File: src/rtl/cmd_fetch_if.sv
// Fetcher <-> memory/decoder/host bundle: read port, command handshake, control and status.
// master = cmd_fetch; slave = the memory/decoder/host side.
interface cmd_fetch_if #(
  parameter int CMD_WIDTH  = 128,
  parameter int ADDR_WIDTH = 8,
  parameter int CNT_WIDTH  = 32
);
  logic                  start;
  logic [ADDR_WIDTH-1:0] start_addr;
  logic [ADDR_WIDTH-1:0] read_address;
  logic [CMD_WIDTH-1:0]  cmd_in;
  logic [CMD_WIDTH-1:0]  cmd_out;
  logic [ADDR_WIDTH-1:0] cmd_addr;
  logic                  cmd_valid;
  logic                  cmd_ready;
  logic                  jump_en;
  logic [ADDR_WIDTH-1:0] jump_addr;
  logic                  stop;
  logic                  busy;
  logic [CNT_WIDTH-1:0]  cmd_count;

  modport master (
    input  start, start_addr, cmd_in, cmd_ready, jump_en, jump_addr, stop,
    output read_address, cmd_out, cmd_addr, cmd_valid, busy, cmd_count
  );

  modport slave (
    output start, start_addr, cmd_in, cmd_ready, jump_en, jump_addr, stop,
    input  read_address, cmd_out, cmd_addr, cmd_valid, busy, cmd_count
  );
endinterface

File: src/rtl/cmd_fetch.sv
// Command fetch sequencer: one command per cycle from a 1-cycle registered-address memory.
// Latency start->valid 1 cycle; on stall the current address is re-read so cmd_out holds.
module cmd_fetch #(
  parameter int CMD_WIDTH  = 128,
  parameter int ADDR_WIDTH = 8,
  parameter int CNT_WIDTH  = 32
) (
  input  logic         clk,
  input  logic         reset_n,
  cmd_fetch_if.master  bus
);

  typedef enum logic {IDLE, RUN} state_t;

  state_t                state;
  logic [ADDR_WIDTH-1:0] cur_addr;
  logic [ADDR_WIDTH-1:0] next_addr;
  logic [ADDR_WIDTH-1:0] rd_addr;
  logic [CNT_WIDTH-1:0]  cmd_count;
  logic                  accept;

  assign accept    = (state == RUN) & bus.cmd_ready;
  assign next_addr = bus.jump_en ? bus.jump_addr : cur_addr + ADDR_WIDTH'(1);

  // The address presented now is the word seen on cmd_in next cycle, so it
  // must already reflect this cycle's accept to avoid a bubble.
  always_comb begin
    rd_addr = cur_addr;
    case (state)
      IDLE: if (bus.start && reset_n) rd_addr = bus.start_addr;
      RUN:  if (accept && !bus.stop)  rd_addr = next_addr;
      default: rd_addr = cur_addr;
    endcase
  end

  always_ff @(posedge clk) begin
    if (!reset_n) begin
      state     <= IDLE;
      cur_addr  <= '0;
      cmd_count <= '0;
    end else begin
      case (state)
        IDLE: begin
          if (bus.start) begin
            cur_addr <= bus.start_addr;
            state    <= RUN;
          end
        end
        RUN: begin
          if (accept) begin
            cmd_count <= cmd_count + CNT_WIDTH'(1);
            if (bus.stop) state    <= IDLE;
            else          cur_addr <= next_addr;
          end
        end
        default: state <= IDLE;
      endcase
    end
  end

  assign bus.read_address = rd_addr;
  assign bus.cmd_out      = bus.cmd_in;
  assign bus.cmd_addr     = cur_addr;
  assign bus.cmd_valid    = (state == RUN);
  assign bus.busy         = (state == RUN);
  assign bus.cmd_count    = cmd_count;

endmodule
File: src/flat_wrapper.sv
// flat-port wrapper written by rule: the top's interface ports become plain ports
module cmd_fetch_flat 
#(
  parameter int CMD_WIDTH  = 128,
  parameter int ADDR_WIDTH = 8,
  parameter int CNT_WIDTH  = 32
)
  (clk, reset_n, bus_start, bus_start_addr, bus_cmd_in, bus_cmd_ready, bus_jump_en, bus_jump_addr, bus_stop, bus_read_address, bus_cmd_out, bus_cmd_addr, bus_cmd_valid, bus_busy, bus_cmd_count);
  cmd_fetch_if #(.CMD_WIDTH(CMD_WIDTH), .ADDR_WIDTH(ADDR_WIDTH), .CNT_WIDTH(CNT_WIDTH)) bus_i ();
  input  logic clk;
  input  logic reset_n;
  input wire logic [$bits(bus_i.start)-1:0] bus_start;
  input wire logic [$bits(bus_i.start_addr)-1:0] bus_start_addr;
  input wire logic [$bits(bus_i.cmd_in)-1:0] bus_cmd_in;
  input wire logic [$bits(bus_i.cmd_ready)-1:0] bus_cmd_ready;
  input wire logic [$bits(bus_i.jump_en)-1:0] bus_jump_en;
  input wire logic [$bits(bus_i.jump_addr)-1:0] bus_jump_addr;
  input wire logic [$bits(bus_i.stop)-1:0] bus_stop;
  output wire logic [$bits(bus_i.read_address)-1:0] bus_read_address;
  output wire logic [$bits(bus_i.cmd_out)-1:0] bus_cmd_out;
  output wire logic [$bits(bus_i.cmd_addr)-1:0] bus_cmd_addr;
  output wire logic [$bits(bus_i.cmd_valid)-1:0] bus_cmd_valid;
  output wire logic [$bits(bus_i.busy)-1:0] bus_busy;
  output wire logic [$bits(bus_i.cmd_count)-1:0] bus_cmd_count;
  assign bus_i.start = bus_start;
  assign bus_i.start_addr = bus_start_addr;
  assign bus_i.cmd_in = bus_cmd_in;
  assign bus_i.cmd_ready = bus_cmd_ready;
  assign bus_i.jump_en = bus_jump_en;
  assign bus_i.jump_addr = bus_jump_addr;
  assign bus_i.stop = bus_stop;
  assign bus_read_address = bus_i.read_address;
  assign bus_cmd_out = bus_i.cmd_out;
  assign bus_cmd_addr = bus_i.cmd_addr;
  assign bus_cmd_valid = bus_i.cmd_valid;
  assign bus_busy = bus_i.busy;
  assign bus_cmd_count = bus_i.cmd_count;
  cmd_fetch #(.CMD_WIDTH(CMD_WIDTH), .ADDR_WIDTH(ADDR_WIDTH), .CNT_WIDTH(CNT_WIDTH)) u_core (.clk(clk), .reset_n(reset_n), .bus(bus_i));
endmodule
File: config.mk
export PLATFORM = sky130hd
export DESIGN_NAME = cmd_fetch_flat
export DESIGN_NICKNAME = d
export VERILOG_FILES = /design/src/rtl/cmd_fetch_if.sv /design/src/rtl/cmd_fetch.sv /design/src/flat_wrapper.sv
export SDC_FILE = /design/constraint.sdc
export NUM_CORES = 1
export LEC_CHECK = 0
export CORE_AREA = 5 5 124 126
export CTS_CLUSTER_SIZE = 28
export DETAILED_ROUTE_END_ITERATION = 16
export DIE_AREA = 0 0 129 131
export MAX_ROUTING_LAYER = met4
export PLACE_DENSITY = 0.75
export SETUP_SLACK_MARGIN = 0.2
export SLEW_MARGIN = 0
export SYNTH_ARGS = -nofsm -noshare
export SYNTH_HDL_FRONTEND = slang
export SYNTH_SLANG_ARGS = --single-unit
File: constraint.sdc
create_clock -name clk -period 2.1 [get_ports clk]
set_clock_uncertainty 0.2 [all_clocks]
set_input_delay 0.42 -clock clk [delete_from_list [all_inputs] [get_ports clk]]
set_output_delay 0.42 -clock clk [all_outputs]
set_load 0.01 [all_outputs]
==> flow_metrics.tcl, run 1 <==
set metrics [dict create \
    ctsLongestPathBuffers 2 \
    synth_top_cell_area_share_pct 29.68 \
    multi_input_area_um2 1515 \
    drt_pre_antenna_iters 4 \
    synthFlopType "dfxtp_1" \
    slew_headroom_pct 73.48 \
    grt_max_degree 21 \
    vias 2800 \
    holdBufCountCts 0 \
    dp_cells 571 \
    hold_class "reg2reg" \
    endpoint_kind "primary output" \
    coreArea_um2 14200 \
    fin_crit_ns 2.184 \
    holdWs_ns 0.2779 \
    crit_chain "dlygate4sd2_1 -> and3b_2 -> buf_6 -> and2_4 -> a221o_1 -> buf_2" \
    die_h_um 131 \
    drive_gt1_share_pct 30.56 \
    sw_frac_of_total_pct 24.69 \
    synth_seq_area_share_pct 24.96 \
    grt_util_all_layers_pct 11.04 \
    start_util_pct 23.15 \
    worst_slack_ns -0.08400 \
    syn_area_per_cell_um2 7.962 \
    p_seq_share_pct 38.9 \
    hold_viol_final 0 \
    yosysUniqueCellTypes 43 \
    grt_pass1_wl_mm 14.30 \
    drtIter0Drc 153 \
    synth_common_cells "buf_4 (130), dfxtp_1 (41), a21oi_1 (24), nand2_1 (24), o31ai_1 (19)" \
    gp_congestion 0.7815 \
    combinationalPowerShare_pct 16.3 \
    reg2reg_from "u_core.bus.busy" \
    period_share_pct 104.0 \
    rows 44 \
    syn-cell-area_um2 3288 \
    clk_pin_slew_ns 0.06 \
    drv_slew 0 \
    synth_top_cells_by_area "buf_4 (30%), dfxtp_1 (25%), o31ai_1 (4.3%)" \
    ir_worst_vdd_mv 0.2489 \
    required_ns 1.48 \
    p_sw_mw 0.5139 \
    ys_ff_latch 41 \
    synth_edf_count 0 \
    nFillCells 1552 \
    max_stage_delay_ns 0.25 \
    crit_path_max_fanout 5 \
    synthArstFlopShare_pct 0 \
    crit_family "buffers and inverters" \
    via_per_inst 4.722 \
    nets 560 \
    drcViolationCount 0 \
    ant_nets 0 \
    worstSetupPathType "in2out" \
    r2r_slack_ns 0.11 \
    place_ws_ns -0.7043 \
    max-cap-violations 0 \
    synth-warning-count 0 \
    cts_max_level 2 \
    critPathBufInv 3 \
    routedWlPerCell_um 15.50 \
    regArea_um2 857.1 \
    critPathLaunch "reset_n" \
    cts_buffers 5 \
    crit_path_start_kind "primary input" \
    netlist_instances 413 \
    antenna_found_initial 0 \
    status "finished, violations left" \
    p_per_area_nw_per_um2 524.8 \
    min-delay-start "u_core.bus.cmd_count[31]" \
    power.internal_mw 1.568 \
    finalNonFillerCells 593 \
    utilization_pct 27.92 \
    rsz0062_at_grt "true" \
    clock_latency_ns 0.29 \
    p_clk_share_pct 44.8 \
    leakagePower_nw 1.664 \
    area_growth_pct 20.62 \
    diodes 0 \
    worstPathArrival_ns 1.56 \
    io_pins 328 \
    drt_wl_total_mm 9.189 \
    root_buffer "clkbuf_16" \
    grt_pass1_vias 2723 \
    violations "negative setup slack" \
    fp.dieArea_um2 16900 \
    dp_hpwl_mm 6.729 \
    syn_nets 565 \
    dieWidth_um 129 \
    fmax_ghz 0.4579 \
    setup_viol 8 \
    io_buffers 71 \
    slowest_stage "a221o_1" \
    tightest_slew_ns 0.3968 \
    yosys.area.top_type "buf_4" \
    finalPower_mw 2.082 \
    cts_sinks 41 \
    yosysMostFrequentCell "buf_4" \
    grt.overflow.total 0 \
    cts_tree "built" \
]
## logic make-up (layout without fill, tap and decap cells)
| kind of cell | after synthesis | in the layout | share of synthesized area [%] |
|---|---|---|---|
| flops | 41 | 41 | 24.96 |
| simple gates | 116 | 116 | 20.40 |
| compound gates | 84 | 84 | 16.36 |
| fa+ha+maj | 2 | 2 | 0.7609 |
| mux | 6 | 6 | 1.827 |
| buf+inv | 152 | 148 | 32.50 |
| xor+xnor | 12 | 12 | 3.196 |
## final cells by class
type	count	area share, %
clock inverters	2	0.9464
inverters	4	0.3785
repair buffers	136	29.56
clock buffers	6	3.502
flip-flops and latches	41	21.61
multi-input cells	220	38.20
well taps	184	5.804
## sequential cells by signal, indices dropped and copies added (netlist names)
register / flops
u_core.bus.cmd_count: 32
u_core.bus.busy: 1
u_core.bus.cmd_addr: 8
## stage by stage
stage          setup TNS (ns)  instance area [µm²]
2_1_floorplan               0                 3302
3_3_place_gp           -13.38                 3577
3_5_place_dp           -14.43                 3577
4_1_cts               -0.5240                 3886
5_1_grt               -0.9659                 3966
6_report              -0.4209                 3966
## layout by cell type (no fill, tap or decap), drive strengths merged, types with 3 or more instances in the layout
cell type      count
a221o              3
a22oi              3
a21oi             24
nand2b             5
dlygate4sd2       28
o21ai             18
clkbuf             7
o21a               5
clkdlybuf4s50     29
o31ai             19
inv                4
buf               72
dfxtp             41
or4               14
and4               7
mux2i              6
nand2             24
dlymetal6s2s       5
nand3             15
xor2              10
and2               4
or3                4
nor4               4
nand4              9
nor3               4
a31oi              3
nor2              17
## worst register-to-register path, delay by kind of cell (launching register included)
| family | cells | cell delay (ns) |
|---|---|---|
| simple gates | 3 | 0.92 |
| flops | 1 | 0.36 |
| buf+inv | 2 | 0.33 |
| compound gates | 1 | 0.14 |
## worst paths after layout
kind                                                 end  depth (start not counted)
worst min-delay path            u_core.bus.cmd_count[31]                          2
worst max register to register  u_core.bus.cmd_count[25]                          6
worst max-delay path                 bus_read_address[2]                          6
worst min register to register  u_core.bus.cmd_count[31]                          2
## metal layers
layer	part of all wire (%)	wire length (µm)	GRT usage (%)	up-vias
met2	46	4185	16.59	130
met3	9.0	828	4.309	60
met5	0	0	-	-
met4	4.8	441	7.103	0
li1	-	-	-	1320
met1	41	3734	12.20	1290
## power groups by stage
stage	Combinational [mW]	Clock [mW]	Sequential, mW
3_3_place_gp	0.336	0	0.827
3_5_place_dp	0.338	0	0.827
4_1_cts	0.332	0.971	0.810
5_1_grt	0.373	0.999	0.812
2_1_floorplan	0.385	0	0.836
6_report	0.339	0.933	0.810
## timing repair
| action | CTS | global route |
|---|---|---|
| buffers inserted | 9 | 2 |
| cloned | 3 | 0 |
| resized for setup | 102 | 19 |
| pin swaps | 18 | 3 |
| setup endpoints to repair | 55 | 34 |
(Power assumes the default switching activity.)
==> inputs of run 2 (changes only) <==
- PLACE_DENSITY: 0.75 -> 0.67
==> run 2 against run 1 <==
  * The run still ends with negative setup slack left
  * Fmax shrank 0.79%
  * Worst hold slack lost 0.025 ns
  * Sequential power up 0.7%
  * Total power is 1.9% higher
==> flow_metrics.tcl, run 2 (same netlist as run 1, synthesis figures left out) <==
set metrics [dict create \
    status "finished, violations left" \
    root_buffer "clkbuf_16" \
    leakagePower_nw 1.826 \
    crit_chain "and3b_2 -> buf_6 -> and2_4 -> a221o_1 -> buf_2" \
    rr_worst_depth 8 \
    hold_class "in2reg" \
    vias 2918 \
    io_pins 328 \
    fin_crit_ns 2.201 \
    io_buffers 71 \
    crit_family "simple AND/OR/NAND/NOR gates" \
    place_area_um2 3572 \
    start_util_pct 23.15 \
    drive_gt1_share_pct 42.30 \
    largest_reg_flops 32 \
    reg2reg_from "u_core.bus.busy" \
    grt.overflow.total 0 \
    fmax_ghz 0.4543 \
    clk_pin_slew_ns 0.06 \
    hold_viol_final 0 \
    crit_path_max_fanout 9 \
    drt_pre_antenna_iters 4 \
    drt_wl_total_mm 10.36 \
    worst_slack_ns -0.1013 \
    holdBufCountCts 0 \
    crit_path_start_kind "flip-flop" \
    period_share_pct 104.8 \
    holdWs_ns 0.2532 \
    drv_slew 0 \
    final_cell_area_um2 4358 \
    multi_input_area_um2 1752 \
    worstHoldPathCells 2 \
    max-cap-violations 0 \
    coreArea_um2 14200 \
    r2r_slack_ns 0.05 \
    top_register "u_core.bus.cmd_count" \
    hold_path_end "u_core.bus.busy" \
    final_common_cell "buf_4" \
    worstPathArrival_ns 1.58 \
    nets 560 \
    endpoint_kind "primary output" \
    critPathBufInv 2 \
    dp_hpwl_mm 7.418 \
    rows 44 \
    regArea_um2 865.8 \
    cts_max_level 2 \
    fp.dieArea_um2 16900 \
    diodes 0 \
    slowest_stage "dfxtp_4" \
    via_per_inst 4.921 \
    grt_max_degree 27 \
    setup_viol 8 \
    rsz0062_at_grt "true" \
    min-delay-start "bus_stop" \
    drtIter0Drc 143 \
    grt_pass1_vias 3023 \
    cts_tree "built" \
    cts_buffers 5 \
    violations "negative setup slack" \
    ir_worst_vdd_mv 0.2726 \
    clock_latency_ns 0.28 \
    p_per_area_nw_per_um2 486.6 \
    nFillCells 1516 \
    die_h_um 131 \
    tightest_slew_ns 0.5083 \
    r2r_end "u_core.bus.cmd_count[15]" \
    ant_nets 0 \
    ctsLongestPathBuffers 2 \
    worstSetupPathType "reg2out" \
    required_ns 1.48 \
    max_stage_delay_ns 0.36 \
    drcViolationCount 0 \
    cts_sinks 41 \
    setup_tns_ns -0.4893 \
    dieWidth_um 129 \
    antenna_found_initial 0 \
    gp_congestion 0.8465 \
    grt_pass1_wl_mm 16.01 \
    grt_util_all_layers_pct 12.22 \
    routedWlPerCell_um 17.47 \
    area_growth_pct 32.53 \
    final_cell_mix "buf_4 (44), clkdlybuf4s50_1 (31), nand2_1 (23)" \
    slew_headroom_pct 66.03 \
    place_ws_ns -0.7711 \
]
## run 2: worst max-delay path by stage
stage | slack (ns) | startpoint | to | depth (start not counted)
2_1_floorplan | 0.18 | u_core.bus.cmd_addr[2] | bus_read_address[5] | 4
3_3_place_gp | -0.74 | bus_cmd_ready | bus_read_address[5] | 7
3_5_place_dp | -0.77 | bus_cmd_ready | bus_read_address[7] | 7
4_1_cts | -0.14 | u_core.bus.cmd_addr[1] | bus_read_address[6] | 6
5_1_grt | -0.14 | u_core.bus.busy | bus_read_address[2] | 5
6_report | -0.10 | u_core.bus.busy | bus_read_address[2] | 5
## run 2: per-layer routing
metal	part of all wire, %	global-route usage (%)	up-vias
li1	-	-	1327
met1	39	13.03	1380
met2	49	20.15	159
met3	8.5	4.919	52
met4	3.2	5.250	0
met5	0	-	-
## run 2: what timing repair did
action                                  in CTS  in global routing
pin swaps                                   40                  8
endpoints found under the setup margin      58                 43
buffers inserted                            12                  3
gates resized for setup                    132                 64
cloned                                       3                  0
## run 2: cell type report
cell class,instances,area share (%)
multi-input combinational,220,40.20
timing repair buffer,136,30.26
sequential,41,19.87
tap,184,5.283
clock buffer,6,3.187
clock inverter,2,0.8613
inverter,4,0.3445
## run 2: where the power goes
part           internal, mW  switching (mW)
registers             0.793          0.0223
clock network         0.594           0.337
logic                 0.200           0.173
total                  1.59           0.533
## run 2: metrics by stage
stage	total power, mW	util (%)	instances
detailed placement	1.181	25.15	567
floorplan	1.220	-	413
global placement	1.176	25.15	567
global route	2.219	30.68	593
finish	2.121	30.68	593
CTS	2.134	28.99	590
==> RTL edit 1: new RTL, config.mk and constraints of run 1 <==
`CNT_WIDTH` is set to 32 in 3 places; all go to 48.
--- a/src/rtl/cmd_fetch_if.sv
+++ b/src/rtl/cmd_fetch_if.sv
@@ -3,7 +3,7 @@
 interface cmd_fetch_if #(
   parameter int CMD_WIDTH  = 128,
   parameter int ADDR_WIDTH = 8,
-  parameter int CNT_WIDTH  = 32
+  parameter int CNT_WIDTH  = 48
 );
   logic                  start;
   logic [ADDR_WIDTH-1:0] start_addr;
--- a/src/rtl/cmd_fetch.sv
+++ b/src/rtl/cmd_fetch.sv
@@ -3,7 +3,7 @@
 module cmd_fetch #(
   parameter int CMD_WIDTH  = 128,
   parameter int ADDR_WIDTH = 8,
-  parameter int CNT_WIDTH  = 32
+  parameter int CNT_WIDTH  = 48
 ) (
   input  logic         clk,
   input  logic         reset_n,
--- a/src/flat_wrapper.sv
+++ b/src/flat_wrapper.sv
@@ -3,7 +3,7 @@
 #(
   parameter int CMD_WIDTH  = 128,
   parameter int ADDR_WIDTH = 8,
-  parameter int CNT_WIDTH  = 32
+  parameter int CNT_WIDTH  = 48
 )
   (clk, reset_n, bus_start, bus_start_addr, bus_cmd_in, bus_cmd_ready, bus_jump_en, bus_jump_addr, bus_stop, bus_read_address, bus_cmd_out, bus_cmd_addr, bus_cmd_valid, bus_busy, bus_cmd_count);
   cmd_fetch_if #(.CMD_WIDTH(CMD_WIDTH), .ADDR_WIDTH(ADDR_WIDTH), .CNT_WIDTH(CNT_WIDTH)) bus_i ();
Ports: changed (resized bus_cmd_count); port bits go from 328 to 344. No check against the original RTL was run, so the function may have changed too.
==> RTL edit 1 against run 1 <==
  * The flow still finishes with violations (setup timing)
  * Hold slack got worse by 0.018 ns
  * Routed wire length grew 50%
  * Synthesized area up 34%
  * Sequential power rose by 37%
  * Highest routed layer unchanged
  * Worst setup slack worse by 0.14 ns
  * Sequential cell count up 16
  * Fmax down 6.2%
  * Synthesized cell count grew 29%
  * Cell area is 57% higher
  * Largest cell class unchanged
  * Register-to-register slack worse by 0.04 ns
  * Total power is 41% higher
==> RTL edit 1: results (changes against run 1) <==
| Metric | Value |
|---|---|
| Status | complete, but fails checks |
| Failing checks | setup timing |
| CTS HTree Levels | 3 (+1) |
| Setup violations, final | 8 (unchanged) |
| Starting DRT DRC Count | 270 (+76%) |
| Synth Net Count | 686 (+21%) |
| Worst vdd ir | 366 uV (+47%) |
| Mapped Cells | 534 (+29%) |
| DR vias | 3996 (+43%) |
| Worst Setup EP | bus_read_address[7] |
| Reg-to-Reg End | u_core.bus.cmd_count[21] |
| Xor-xnor portion of the synthesized cell area | 2.58% (-0.62 points) |
| Clk sinks | 57 (+39%) |
| Num CTS Buffers | 9 (+4) |
| Final-layout non-clock buffer area share | 29.2% (-0.39 points) |
| Net count reported at finish | 730 (+30%) |
| Worst reg-to-reg setup slack | 0.07 ns (-0.04 ns) |
| Max FFs per register | 48 (+50%) |
| Transition time of the tightest slew-check pin | 0.732 ns (+0.336 ns) |
| Dpl hpwl | 8890 um (+32%) |
| Synth Area in Compound Gates | 12.2% (-4.1 points) |
| Min setup slack post-route | -0.229 ns (-0.145 ns) |
| Storage cell area | 1170 um2 (+36%) |
| Largest net degree at the start of global routing | 62 (+200%) |
| Yosys cell types | 54 (+26%) |
| Share of post-route cells with drive strength above 1 | 39.6% (+9.1 points) |
[RTL edit 1: power by group through the flow]
stage	registers (mW)	logic, mW	clock network (mW)
after global placement	1.13	0.378	0
after CTS	1.11	0.420	1.41
after global routing	1.12	0.474	1.45
after floorplan	1.15	0.418	0
final	1.11	0.438	1.37
after detailed placement	1.13	0.382	0
[RTL edit 1: worst max-delay path, stage by stage (launching register included)]
cell and delay, ns:
dfxtp_2 0.34, and3_4 0.19, and3_4 0.19, mux2_4 0.31, o31ai_4 0.18, buf_2 0.17
[RTL edit 1: timing repair]
action                     in CTS  in global routing
gates cloned                    4                  0
setup endpoints to repair      96                 56
pin swaps                      42                 14
gates resized for setup       185                 60
setup buffers                  24                  6
[RTL edit 1: routing by layer]
layer  global-route usage [%]  routed length (um)  vias to the layer above  part of all wire [%]
li1                         -                   -                     1876                     -
met1                     18.5                5430                     1930                    40
met2                     26.5                6720                      136                    49
met3                     5.16                1040                       54                   7.5
met4                     9.02                 556                        0                   4.0
met5                        -                   0                        -                     0
==> RTL edit 2: new RTL, settings of run 1 <==
Without the edit above. Make the reset (`reset_n`) asynchronous in one clocked block.
--- a/src/rtl/cmd_fetch.sv
+++ b/src/rtl/cmd_fetch.sv
@@ -33,7 +33,7 @@
     endcase
   end
 
-  always_ff @(posedge clk) begin
+  always_ff @(posedge clk or negedge reset_n) begin
     if (!reset_n) begin
       state     <= IDLE;
       cur_addr  <= '0;
Function: differs if reset_n is asserted again (counterexample within 4 cycles, from zero or initial values and one cycle with reset_n low); with reset_n held inactive, the same outputs for 4 cycles.
==> RTL edit 2 against run 1 <==
  * The flow still finishes with violations (setup timing)
  * Routed wire length is 2.8% lower
  * Sequential cell count did not move
  * First-iteration DRC count shrank 39%
  * Hold slack got worse by 0.077 ns
  * Worst setup slack worse by 0.12 ns
  * Synthesized area rose by 0.53%
  * Utilization grew 0.82 points
  * Global-route usage fell by 0.53 points
  * Cell area increased by 2.9%
Power is not compared: it rests on default switching activity, and its combinational part moved more than twofold at a synthesized area within 25%.
==> RTL edit 2: results (changes against run 1) <==
| Metric | Value |
|---|---|
| Number of global-route vias before repair | 2678 (-1.7%) |
| Crit path DAT | 1.68 ns (+0.12 ns) |
| Placed cell areas | 3660 um2 (+2.2%) |
| Antenna Cells | 0 (unchanged) |
| Avg WL per Cell | 15.9 um (+2.3%) |
| Setup violations, final | 7 (-1) |
| Dpl hpwl | 6610 um (-1.7%) |
| HP Class | in -> async |
| Worst relative slew slack | 69.2% (-4.3 points) |
| Pre-CTS setup slack | -0.784 ns (-0.0793 ns) |
| Synth Net Count | 523 (-7.4%) |
| Worst reg-to-reg setup slack | 0.15 ns (+0.04 ns) |
| CTS root buffer | clkbuf_16 |
| Final std cells w/o fill | 563 (-5.1%) |
| Lkg Pwr | slightly above 2 nW |
| Post-synth ARST share | 100% (+100 points) |
| Status | complete, but fails checks |
| Share of post-route cells with drive strength above 1 | 31.7% (+1.1 points) |
| DR vias | 2595 (-7.3%) |
| Failing checks | setup timing |
| Post-synth top cells | buf_4, dfrtp_1, xnor2_1 |
| Setup tns final | -0.930 ns (-0.509 ns) |
| Net count reported at finish | 530 (-5.4%) |
| Clk buf depth | 2 (unchanged) |
| Worst-skew pair later-pin latency | between 0.2 and 0.3 ns |
| R2R depth | 11 (+5) |
| Largest net degree at the start of global routing | 34 (+62%) |
| Met2 wire length | 4270 um (+2.1%) |
| M3 GR Usage | 3.70% (-0.61 points) |
| Min setup slack post-route | -0.204 ns (-0.120 ns) |
| Worst r2r src | u_core.bus.cmd_addr[1] |
| Starting DRT DRC Count | 94 (-39%) |
| Reg-to-Reg End | u_core.bus.cmd_addr[4] |
| WL met1 | 3660 um (-2.0%) |
| Num CTS Buffers | 5 (unchanged) |
| Register area share after synthesis | 31.0% (+6.1 points) |
| CP max FO | 4 (-1) |
| Total track usage | 10.5% (-0.53 points) |
| First-pass GRT wire length | 13800 um (-3.2%) |
| Fin Hold WS | 0.201 ns (-0.0768 ns) |
| Synth top area cells | dfrtp_1, buf_4, xnor2_1 |
| GPL Wtd Cong | 0.875 (+12%) |
| Met3 wire len | 625 um (-25%) |
| Mapped Cells | 371 (-10%) |
| Total iterations of the first detailed-routing run | 4 (unchanged) |
| Met1 Use GR | 11.8% (-0.36 points) |
| Worst vdd ir | 363 uV |
| Total placed cells including tap cells | 538 (-5.8%) |
| Max FFs per register | 32 (unchanged) |
| Met2 Resource Use GR | 16.2% (-0.40 points) |
## RTL edit 2: worst max-delay path by stage
stage	start	endpoint	slack [ns]
floorplan	u_core.bus.cmd_addr[2]	bus_read_address[6]	0.17
global placement	bus_cmd_ready	bus_read_address[2]	-0.78
detailed placement	bus_cmd_ready	bus_read_address[2]	-0.78
CTS	u_core.bus.cmd_addr[0]	bus_read_address[6]	-0.20
global route	u_core.bus.cmd_addr[1]	bus_read_address[4]	-0.25
finish	u_core.bus.cmd_addr[1]	bus_read_address[6]	-0.20
## RTL edit 2: final cells by class
class                   instances  area (um2)
clock buffers                   7         143
clock inverters                 1        30.0
fillers                      1499       10100
inverters                       6        22.5
multi-input cells             185        1370
flip-flops and latches         41        1040
well taps                     184         230
repair buffers                139        1250
## RTL edit 2: critical path: stages (launching register included)
cell      delay (ns)
dfrtp_2         0.41
ha_4            0.17
nand2_2         0.06
o21a_1          0.20
o311ai_4        0.26
o311ai_2        0.15
buf_2           0.16
## RTL edit 2: repair_timing
action | CTS | global route
resized for setup | 78 | 29
pin swaps | 8 | 6
hold buffers | 1 | 0
hold endpoints to repair | 8 | 0
gates cloned | 0 | 0
setup buffers | 11 | 5
endpoints found under the setup margin | 42 | 36
## RTL edit 2: cell families (layout without fill, tap and decap cells)
logic type                 Yosys count  count (layout)  synth area share (%)
AOI/OAI and AO/OA                   36              36                  7.27
buffers and inverters              145             153                  31.4
muxes                               13              13                  4.05
xor gates and xnor gates            34              34                  9.01
adders and majority gates            2               2                 0.757
and+or+nand+nor                    100             100                  16.5
DFF                                 41              41                  31.0
## RTL edit 2: where the power goes
group	leakage, nW	internal, mW	switching, mW
registers	0.524	0.909	0.150
clock network	0.0841	0.595	0.316
logic	1.45	0.842	0.684
total	2.06	2.35	1.15
